**src/rtl/led_control_module.sv**
```systemverilog
// ============================================================================
// Module   : led_control_module
// Purpose  : Byte-stream opcode decoder driving LED enables and frame RAM writes.
// Revision : 1.0
// ============================================================================
`default_nettype none

module led_control_module #(
    parameter int BYTES_PER_PIXEL            = 2,
    parameter int PIXEL_HEIGHT               = 32,
    parameter int PIXEL_WIDTH                = 64,
    parameter int BRIGHTNESS_LEVELS          = 8,
    parameter int WATCHDOG_SIGNATURE_BITS    = 32,
    parameter logic [WATCHDOG_SIGNATURE_BITS-1:0] WATCHDOG_SIGNATURE_PATTERN = 32'h5A5A_A5A5,
    parameter int WATCHDOG_CONTROL_TICKS     = 1000000,
    parameter int _UNUSED                    = 0,
    parameter int DOUBLE_BUFFER              = 1,
    parameter int USE_WATCHDOG               = 1,
    parameter int DEBUGGER                   = 1,
    localparam int RW  = $clog2(PIXEL_HEIGHT),
    localparam int CW  = $clog2(PIXEL_WIDTH),
    localparam int BW  = $clog2(BYTES_PER_PIXEL),
    localparam int DBW = (DOUBLE_BUFFER != 0) ? 1 : 0,
    localparam int AW  = DBW + RW + CW + BW
) (
    input  logic                         clk_in,
    input  logic                         reset,
    input  logic [7:0]                   data_rx,
    input  logic                         data_ready_n,
    output logic                         busy,
    output logic                         ready_for_data,
    output logic [2:0]                   rgb_enable,
    output logic [BRIGHTNESS_LEVELS-1:0] brightness_enable,
    output logic [7:0]                   ram_data_out,
    output logic [AW-1:0]                ram_address,
    output logic                         ram_write_enable,
    output logic                         ram_clk_enable,
    output logic                         frame_select,
    output logic                         watchdog_reset,
    output logic [7:0]                   num_commands_processed
);

    localparam int RQ        = (RW > 0) ? RW : 1;
    localparam int CQ        = (CW > 0) ? CW : 1;
    localparam int BQ        = (BW > 0) ? BW : 1;
    localparam int SIGW      = WATCHDOG_SIGNATURE_BITS;
    localparam int SIG_BYTES = SIGW / 8;
    localparam int SCW       = (SIG_BYTES > 1) ? $clog2(SIG_BYTES) : 1;
    localparam int WD_RELOAD = WATCHDOG_CONTROL_TICKS + 0 * _UNUSED;
    localparam int WDW       = $clog2(WD_RELOAD + 1);

    localparam logic [7:0] OP_BRIGHT = 8'h62;
    localparam logic [7:0] OP_RGB    = 8'h52;
    localparam logic [7:0] OP_ROW    = 8'h4C;
    localparam logic [7:0] OP_WDOG   = 8'h57;
    localparam logic [7:0] OP_FRAME  = 8'h46;

    typedef enum logic [2:0] {
        S_IDLE     = 3'd0,
        S_BRIGHT   = 3'd1,
        S_RGB      = 3'd2,
        S_ROW_SEL  = 3'd3,
        S_ROW_DATA = 3'd4,
        S_WDOG     = 3'd5
    } state_t;

    state_t                         state_q;
    logic                           strobe_prev_q;
    logic [RQ-1:0]                  row_q;
    logic [CQ-1:0]                  col_q;
    logic [BQ-1:0]                  byte_q;
    logic [SIGW-1:0]                sig_q;
    logic [SCW-1:0]                 sig_cnt_q;
    logic [2:0]                     rgb_q;
    logic [BRIGHTNESS_LEVELS-1:0]   bright_q;
    logic [7:0]                     ram_data_q;
    logic [AW-1:0]                  ram_addr_q;
    logic                           ram_we_q;
    logic                           frame_q;

    logic                           w_accept;
    logic [SIGW-1:0]                w_sig_next;
    logic                           w_sig_last;
    logic                           w_sig_match;
    logic                           w_row_last;
    logic                           w_frame_bit;
    logic [AW-1:0]                  w_wr_addr;
    logic                           w_cmd_done;

    assign w_accept    = data_ready_n & ~strobe_prev_q;
    assign w_sig_next  = (sig_q << 8) | SIGW'(data_rx);
    assign w_sig_last  = (sig_cnt_q == SCW'(SIG_BYTES - 1));
    assign w_sig_match = w_accept && (state_q == S_WDOG) && w_sig_last &&
                         (w_sig_next == WATCHDOG_SIGNATURE_PATTERN);
    assign w_row_last  = (col_q == '0) && (byte_q == '0);

    // Rows are written into the frame that is not being displayed.
    assign w_frame_bit = (DBW != 0) ? ~frame_q : 1'b0;
    assign w_wr_addr   = (AW'(w_frame_bit) << (RW + CW + BW)) |
                         (AW'(row_q)       << (CW + BW))      |
                         (AW'(col_q)       << BW)             |
                         AW'(byte_q);

    assign w_cmd_done = w_accept && (
                            ((state_q == S_IDLE) && (data_rx == OP_FRAME)) ||
                            (state_q == S_BRIGHT) ||
                            (state_q == S_RGB) ||
                            ((state_q == S_ROW_DATA) && w_row_last) ||
                            ((state_q == S_WDOG) && w_sig_last));

    always_ff @(posedge clk_in) begin
        if (reset) begin
            state_q       <= S_IDLE;
            strobe_prev_q <= 1'b1;
            row_q         <= '0;
            col_q         <= '0;
            byte_q        <= '0;
            sig_q         <= '0;
            sig_cnt_q     <= '0;
            rgb_q         <= 3'b111;
            bright_q      <= '1;
            ram_data_q    <= 8'h00;
            ram_addr_q    <= '0;
            ram_we_q      <= 1'b0;
            frame_q       <= 1'b0;
        end else begin
            strobe_prev_q <= data_ready_n;
            ram_we_q      <= 1'b0;
            if (w_accept) begin
                case (state_q)
                    S_IDLE: begin
                        case (data_rx)
                            OP_BRIGHT: state_q <= S_BRIGHT;
                            OP_RGB:    state_q <= S_RGB;
                            OP_ROW:    state_q <= S_ROW_SEL;
                            OP_WDOG: begin
                                state_q   <= S_WDOG;
                                sig_cnt_q <= '0;
                            end
                            OP_FRAME: begin
                                if (DBW != 0) begin
                                    frame_q <= ~frame_q;
                                end
                            end
                            default: ;
                        endcase
                    end
                    S_BRIGHT: begin
                        bright_q <= BRIGHTNESS_LEVELS'(data_rx);
                        state_q  <= S_IDLE;
                    end
                    S_RGB: begin
                        rgb_q   <= data_rx[2:0];
                        state_q <= S_IDLE;
                    end
                    S_ROW_SEL: begin
                        row_q   <= (RW > 0) ? RQ'(data_rx) : '0;
                        col_q   <= CQ'(PIXEL_WIDTH - 1);
                        byte_q  <= BQ'(BYTES_PER_PIXEL - 1);
                        state_q <= S_ROW_DATA;
                    end
                    S_ROW_DATA: begin
                        ram_data_q <= data_rx;
                        ram_addr_q <= w_wr_addr;
                        ram_we_q   <= 1'b1;
                        if (byte_q == '0) begin
                            byte_q <= BQ'(BYTES_PER_PIXEL - 1);
                            col_q  <= col_q - CQ'(1);
                        end else begin
                            byte_q <= byte_q - BQ'(1);
                        end
                        if (w_row_last) begin
                            state_q <= S_IDLE;
                        end
                    end
                    S_WDOG: begin
                        sig_q     <= w_sig_next;
                        sig_cnt_q <= sig_cnt_q + SCW'(1);
                        if (w_sig_last) begin
                            state_q <= S_IDLE;
                        end
                    end
                    default: state_q <= S_IDLE;
                endcase
            end
        end
    end

    assign busy              = (state_q != S_IDLE);
    assign ready_for_data    = (state_q == S_IDLE);
    assign rgb_enable        = rgb_q;
    assign brightness_enable = bright_q;
    assign ram_data_out      = ram_data_q;
    assign ram_address       = ram_addr_q;
    assign ram_write_enable  = ram_we_q;
    assign ram_clk_enable    = ram_we_q;
    assign frame_select      = (DBW != 0) ? frame_q : 1'b0;

    generate
        if (USE_WATCHDOG != 0) begin : g_watchdog
            logic [WDW-1:0] wd_cnt_q;
            logic           wd_pulse_q;

            // A valid signature arriving in the expiry cycle wins: reload, no pulse.
            always_ff @(posedge clk_in) begin
                if (reset) begin
                    wd_cnt_q   <= WDW'(WD_RELOAD);
                    wd_pulse_q <= 1'b0;
                end else begin
                    wd_pulse_q <= 1'b0;
                    if (w_sig_match) begin
                        wd_cnt_q <= WDW'(WD_RELOAD);
                    end else if (wd_cnt_q <= WDW'(1)) begin
                        wd_cnt_q   <= WDW'(WD_RELOAD);
                        wd_pulse_q <= 1'b1;
                    end else begin
                        wd_cnt_q <= wd_cnt_q - WDW'(1);
                    end
                end
            end

            assign watchdog_reset = wd_pulse_q;
        end else begin : g_no_watchdog
            assign watchdog_reset = 1'b0;
        end

        if (DEBUGGER != 0) begin : g_debugger
            logic [7:0] cmd_cnt_q;

            always_ff @(posedge clk_in) begin
                if (reset) begin
                    cmd_cnt_q <= 8'h00;
                end else if (w_cmd_done) begin
                    cmd_cnt_q <= cmd_cnt_q + 8'h01;
                end
            end

            assign num_commands_processed = cmd_cnt_q;
        end else begin : g_no_debugger
            assign num_commands_processed = 8'h00;
        end
    endgenerate

endmodule

`default_nettype wire

```
**config.mk**
```make
export PLATFORM = sky130hd
export DESIGN_NAME = led_control_module
export DESIGN_NICKNAME = d
export VERILOG_FILES = /design/src/rtl/led_control_module.sv
export SDC_FILE = /design/constraint.sdc
export NUM_CORES = 1
export LEC_CHECK = 0
export ABC_CLOCK_PERIOD_IN_PS = 5600
export CORE_ASPECT_RATIO = 1.75
export CORE_MARGIN = 2
export CORE_UTILIZATION = 41
export CTS_BUF_LIST = sky130_fd_sc_hd__clkbuf_16
export CTS_CLUSTER_DIAMETER = 120
export CTS_CLUSTER_SIZE = 12
export DETAILED_ROUTE_END_ITERATION = 8
export HOLD_SLACK_MARGIN = 0.15
export PLACE_DENSITY_LB_ADDON = 0.12
export SETUP_SLACK_MARGIN = 0.05
export SYNTH_ARGS = -nofsm -noshare
export SYNTH_HDL_FRONTEND = slang
export SYNTH_SLANG_ARGS = --single-unit
export TNS_END_PERCENT = 20
```
**constraint.sdc**
```tcl
create_clock -name clk_in -period 5.6 [get_ports clk_in]
set_input_delay 1.4 -clock clk_in [delete_from_list [all_inputs] [get_ports clk_in]]
set_output_delay 1.4 -clock clk_in [all_outputs]
set_load 0.005 [all_outputs]
```
==> flow_summary.toml <==
[timing]
tightestPinTransition_ps = 927
post-route-period-util = 0.641
clock.fmax_mhz = 279
hold_viol = 0
slew_headroom = 0.381
post-route-min-period_ps = 3590
rsz0062_at_grt = "no"
fin_setup_tns_ps = 0
fin_worst_skew_ps = 9.50
drv_slew = 0
hold-worst-slack_ps = 453
setup_viol = 0

[route]
avgViaCountPerCell = 5.31
drt_iter0_drc = 158
drc = 0
wirelength_um = 10500
drt_pass1_iterations = 4
ant_nets = 0
routedWlPerCell_um = 14.9
vias = 3734

[synthesis]
netlist_instances = 531
synth_top_area_share = 0.479
synth.distinct_cells = 50
yosysTopAreaCell = "dfxtp_1"
synth_edf_count = 0
synth_flop_cell = "dfxtp_1"
ys_warn_count = 0
synth_nets = 548
syn_area_per_cell_um2 = 8.27
synthTopCellsByArea = "dfxtp_1, nand2_1, a21oi_1, nor2_1, xnor2_1"
synthArstFlopShare = 0
ys_seq_area_frac = 0.479
yosys_register_bits = 105
synth.cell_area_um2 = 4390

[grt]
grt_pass1_wl_um = 17100
grt_max_degree = 86
grt_overflow = 0
grt_usage = 0.190
antenna_found_initial = 0
grt_pass1_vias = 3557

[worst_setup_path]
cp_slowest_cell = "clkdlybuf4s50_1"
critical_path_required_ps = 5870
r2r_slack_ps = 3270
max_stage_delay_ps = 640
endpoint = "num_commands_processed[6]"
startpoint = "data_rx[0]"
crit_chain = "clkdlybuf4s50_1 -> nor4b_1 -> nand4_1 -> o211a_1 -> or4_1 -> a21oi_1"
cp_num_cells = 6
r2r-start = "state_q[2]"
cp.arrival_ps = 3860
rr_endpoint = "num_commands_processed[6]"
rr_worst_depth = 5
critical_path_class = "in -> reg"
critical_path_buf_inv_count = 1
cp_max_fo = 13
crit_path_start_kind = "input port"
endpoint_kind = "register"
path_delay_family = "simple AND/OR/NAND/NOR gates"

[cts]
root_buffer = "clkbuf_16"
clock_latency_ps = 350
cts-buffers-inserted = 9
clkTransAtPathRegs_ps = 70
cts_resized = 0
postCtsSetupRepairBufs = 0
h-tree-depth = 3
cts_max_path_buffers = 2
hold_buffers = 0
cts_tree = "done"
cts_num_sinks = 105

[floorplanning]
rows = 50
die_x_um = 82.2
die-area_um2 = 11600
core_area_um2 = 10600
die_h_um = 141
num_io_pins = 57
start_util = 0.415

[placement]
dp_hpwl_um = 7320
io_buffers = 56
placed_cells = 687
gp_congestion = 0.881

[layout]
syn_to_final_growth_pct = 20.5
diodes = 0
final_nets = 585
final_cell_count_no_fill = 703
drive_gt1_frac = 0.0506

[run]
drv_cap = 0

[outcome]
status = "complete, no violations"

[power_and_ir_drop]
p_leak_nw = 1.80
ir_worst_vdd_mv = 0.174
p_total_mw = 1.49
power_density_nw_per_um2 = 282

[hold_path]
hold_path_class = "reg -> reg"
metal layers:
| metal | global-route usage | vias to the layer above | share of wire | routed length, µm |
|---|---|---|---|---|
| met5 | 0 | - | 0 | 0 |
| met4 | 0.0965 | 0 | 0.038 | 401 |
| met3 | 0.0282 | 26 | 0.026 | 275 |
| met2 | 0.321 | 74 | 0.51 | 5350 |
| met1 | 0.226 | 1752 | 0.43 | 4460 |
| li1 | - | 1882 | - | - |
worst min path at each step:
stage                               from              to  slack [ps]  depth (start not counted)
after global routing      ram_address[7]  ram_address[7]         470                          2
after detailed placement       sig_q[22]       sig_q[22]         450                          2
after floorplan                sig_q[20]       sig_q[20]         430                          2
after CTS                      sig_q[22]       sig_q[22]         460                          2
after global placement         sig_q[17]       sig_q[17]         440                          2
final                          sig_q[22]       sig_q[22]         450                          2
cell usage after synthesis (3+ instances only):
| cell type | n |
|---|---|
| a21oi_1 | 71 |
| clkbuf_1 | 28 |
| dfxtp_1 | 105 |
| ha_1 | 6 |
| inv_1 | 7 |
| mux2i_1 | 3 |
| nand2_1 | 130 |
| nand2b_1 | 5 |
| nand3_1 | 19 |
| nand3b_1 | 11 |
| nor2_1 | 33 |
| nor2b_1 | 4 |
| nor3_1 | 9 |
| nor3b_1 | 4 |
| nor4_1 | 5 |
| nor4b_1 | 3 |
| nor4bb_1 | 4 |
| o21ai_0 | 8 |
| o31ai_1 | 3 |
| or2_2 | 3 |
| or3_1 | 6 |
| or4_1 | 3 |
| or4bb_1 | 4 |
| xnor2_1 | 13 |
| xor2_1 | 9 |
worst min-delay path: cells and delay by family (launching register included):
family	cells	cell delay [ps]
and+or+nand+nor	1	50
DFF	1	310
AOI/OAI and AO/OA	1	50
through the flow:
step	util	instance area (µm²)	worst slack (ps)
2_1_floorplan	-	4390	2550
6_report	0.500	5290	2010
3_5_place_dp	0.471	4980	1700
3_3_place_gp	0.471	4980	1800
5_1_grt	0.500	5290	1890
4_1_cts	0.500	5290	2040
report_power, final:
group / switching (mW) / internal (mW) / total, mW
Combinational: 0.0492 / 0.0319 / 0.0812
Sequential: 0.0129 / 0.759 / 0.772
Clock: 0.288 / 0.351 / 0.640
registers in the layout (all words and copies together), names as in the netlist:
name                    count
frame_select                1
col_q                       6
row_q                       5
rgb_enable                  3
num_commands_processed      8
byte_q                      1
state_q                     3
ram_clk_enable              1
watchdog_reset              1
sig_q                      24
sig_cnt_q                   2
ram_address                13
ram_data_out                8
g_watchdog.wd_cnt_q        20
strobe_prev_q               1
brightness_enable           8
layout by cell type, fill, tap and decap left out, types with 4 or more instances in the layout:
| cell | synthesis | final |
|---|---|---|
| a21oi_1 | 71 | 71 |
| dfxtp_1 | 105 | 105 |
| nand2b_1 | 5 | 5 |
| or4bb_1 | 4 | 4 |
| nand3_1 | 19 | 19 |
| nor3_1 | 9 | 9 |
| nor3b_1 | 4 | 4 |
| o21ai_0 | 8 | 8 |
| or3_1 | 6 | 6 |
| nor2_1 | 33 | 33 |
| ha_1 | 6 | 6 |
| xnor2_1 | 13 | 13 |
| clkdlybuf4s50_1 | 0 | 55 |
| xor2_1 | 9 | 9 |
| nand3b_1 | 11 | 11 |
| nor2b_1 | 4 | 4 |
| nand2_1 | 130 | 130 |
| nor4bb_1 | 4 | 4 |
| inv_1 | 7 | 7 |
| clkbuf_16 | 0 | 9 |
| nor4_1 | 5 | 5 |
layout make-up:
| class | count | area, µm² |
|---|---|---|
| Sequential cell | 105 | 2100 |
| Multi-Input combinational cell | 387 | 2120 |
| Clock inverter | 7 | 81.3 |
| Timing Repair Buffer | 58 | 571 |
| Inverter | 7 | 26.3 |
| Clock buffer | 9 | 225 |
| Tap cell | 130 | 163 |
| Fill cell | 1053 | 5280 |
logic make-up after synthesis:
kind of cell | count (synthesis) | share of synthesized area
simple gates | 262 | 0.298
flops | 105 | 0.479
compound gates | 94 | 0.117
buf+inv | 39 | 0.0379
xor+xnor | 22 | 0.0439
fa+ha+maj | 6 | 0.0171
mux | 3 | 0.00684
Note: power is estimated with default switching activity, not from simulation.
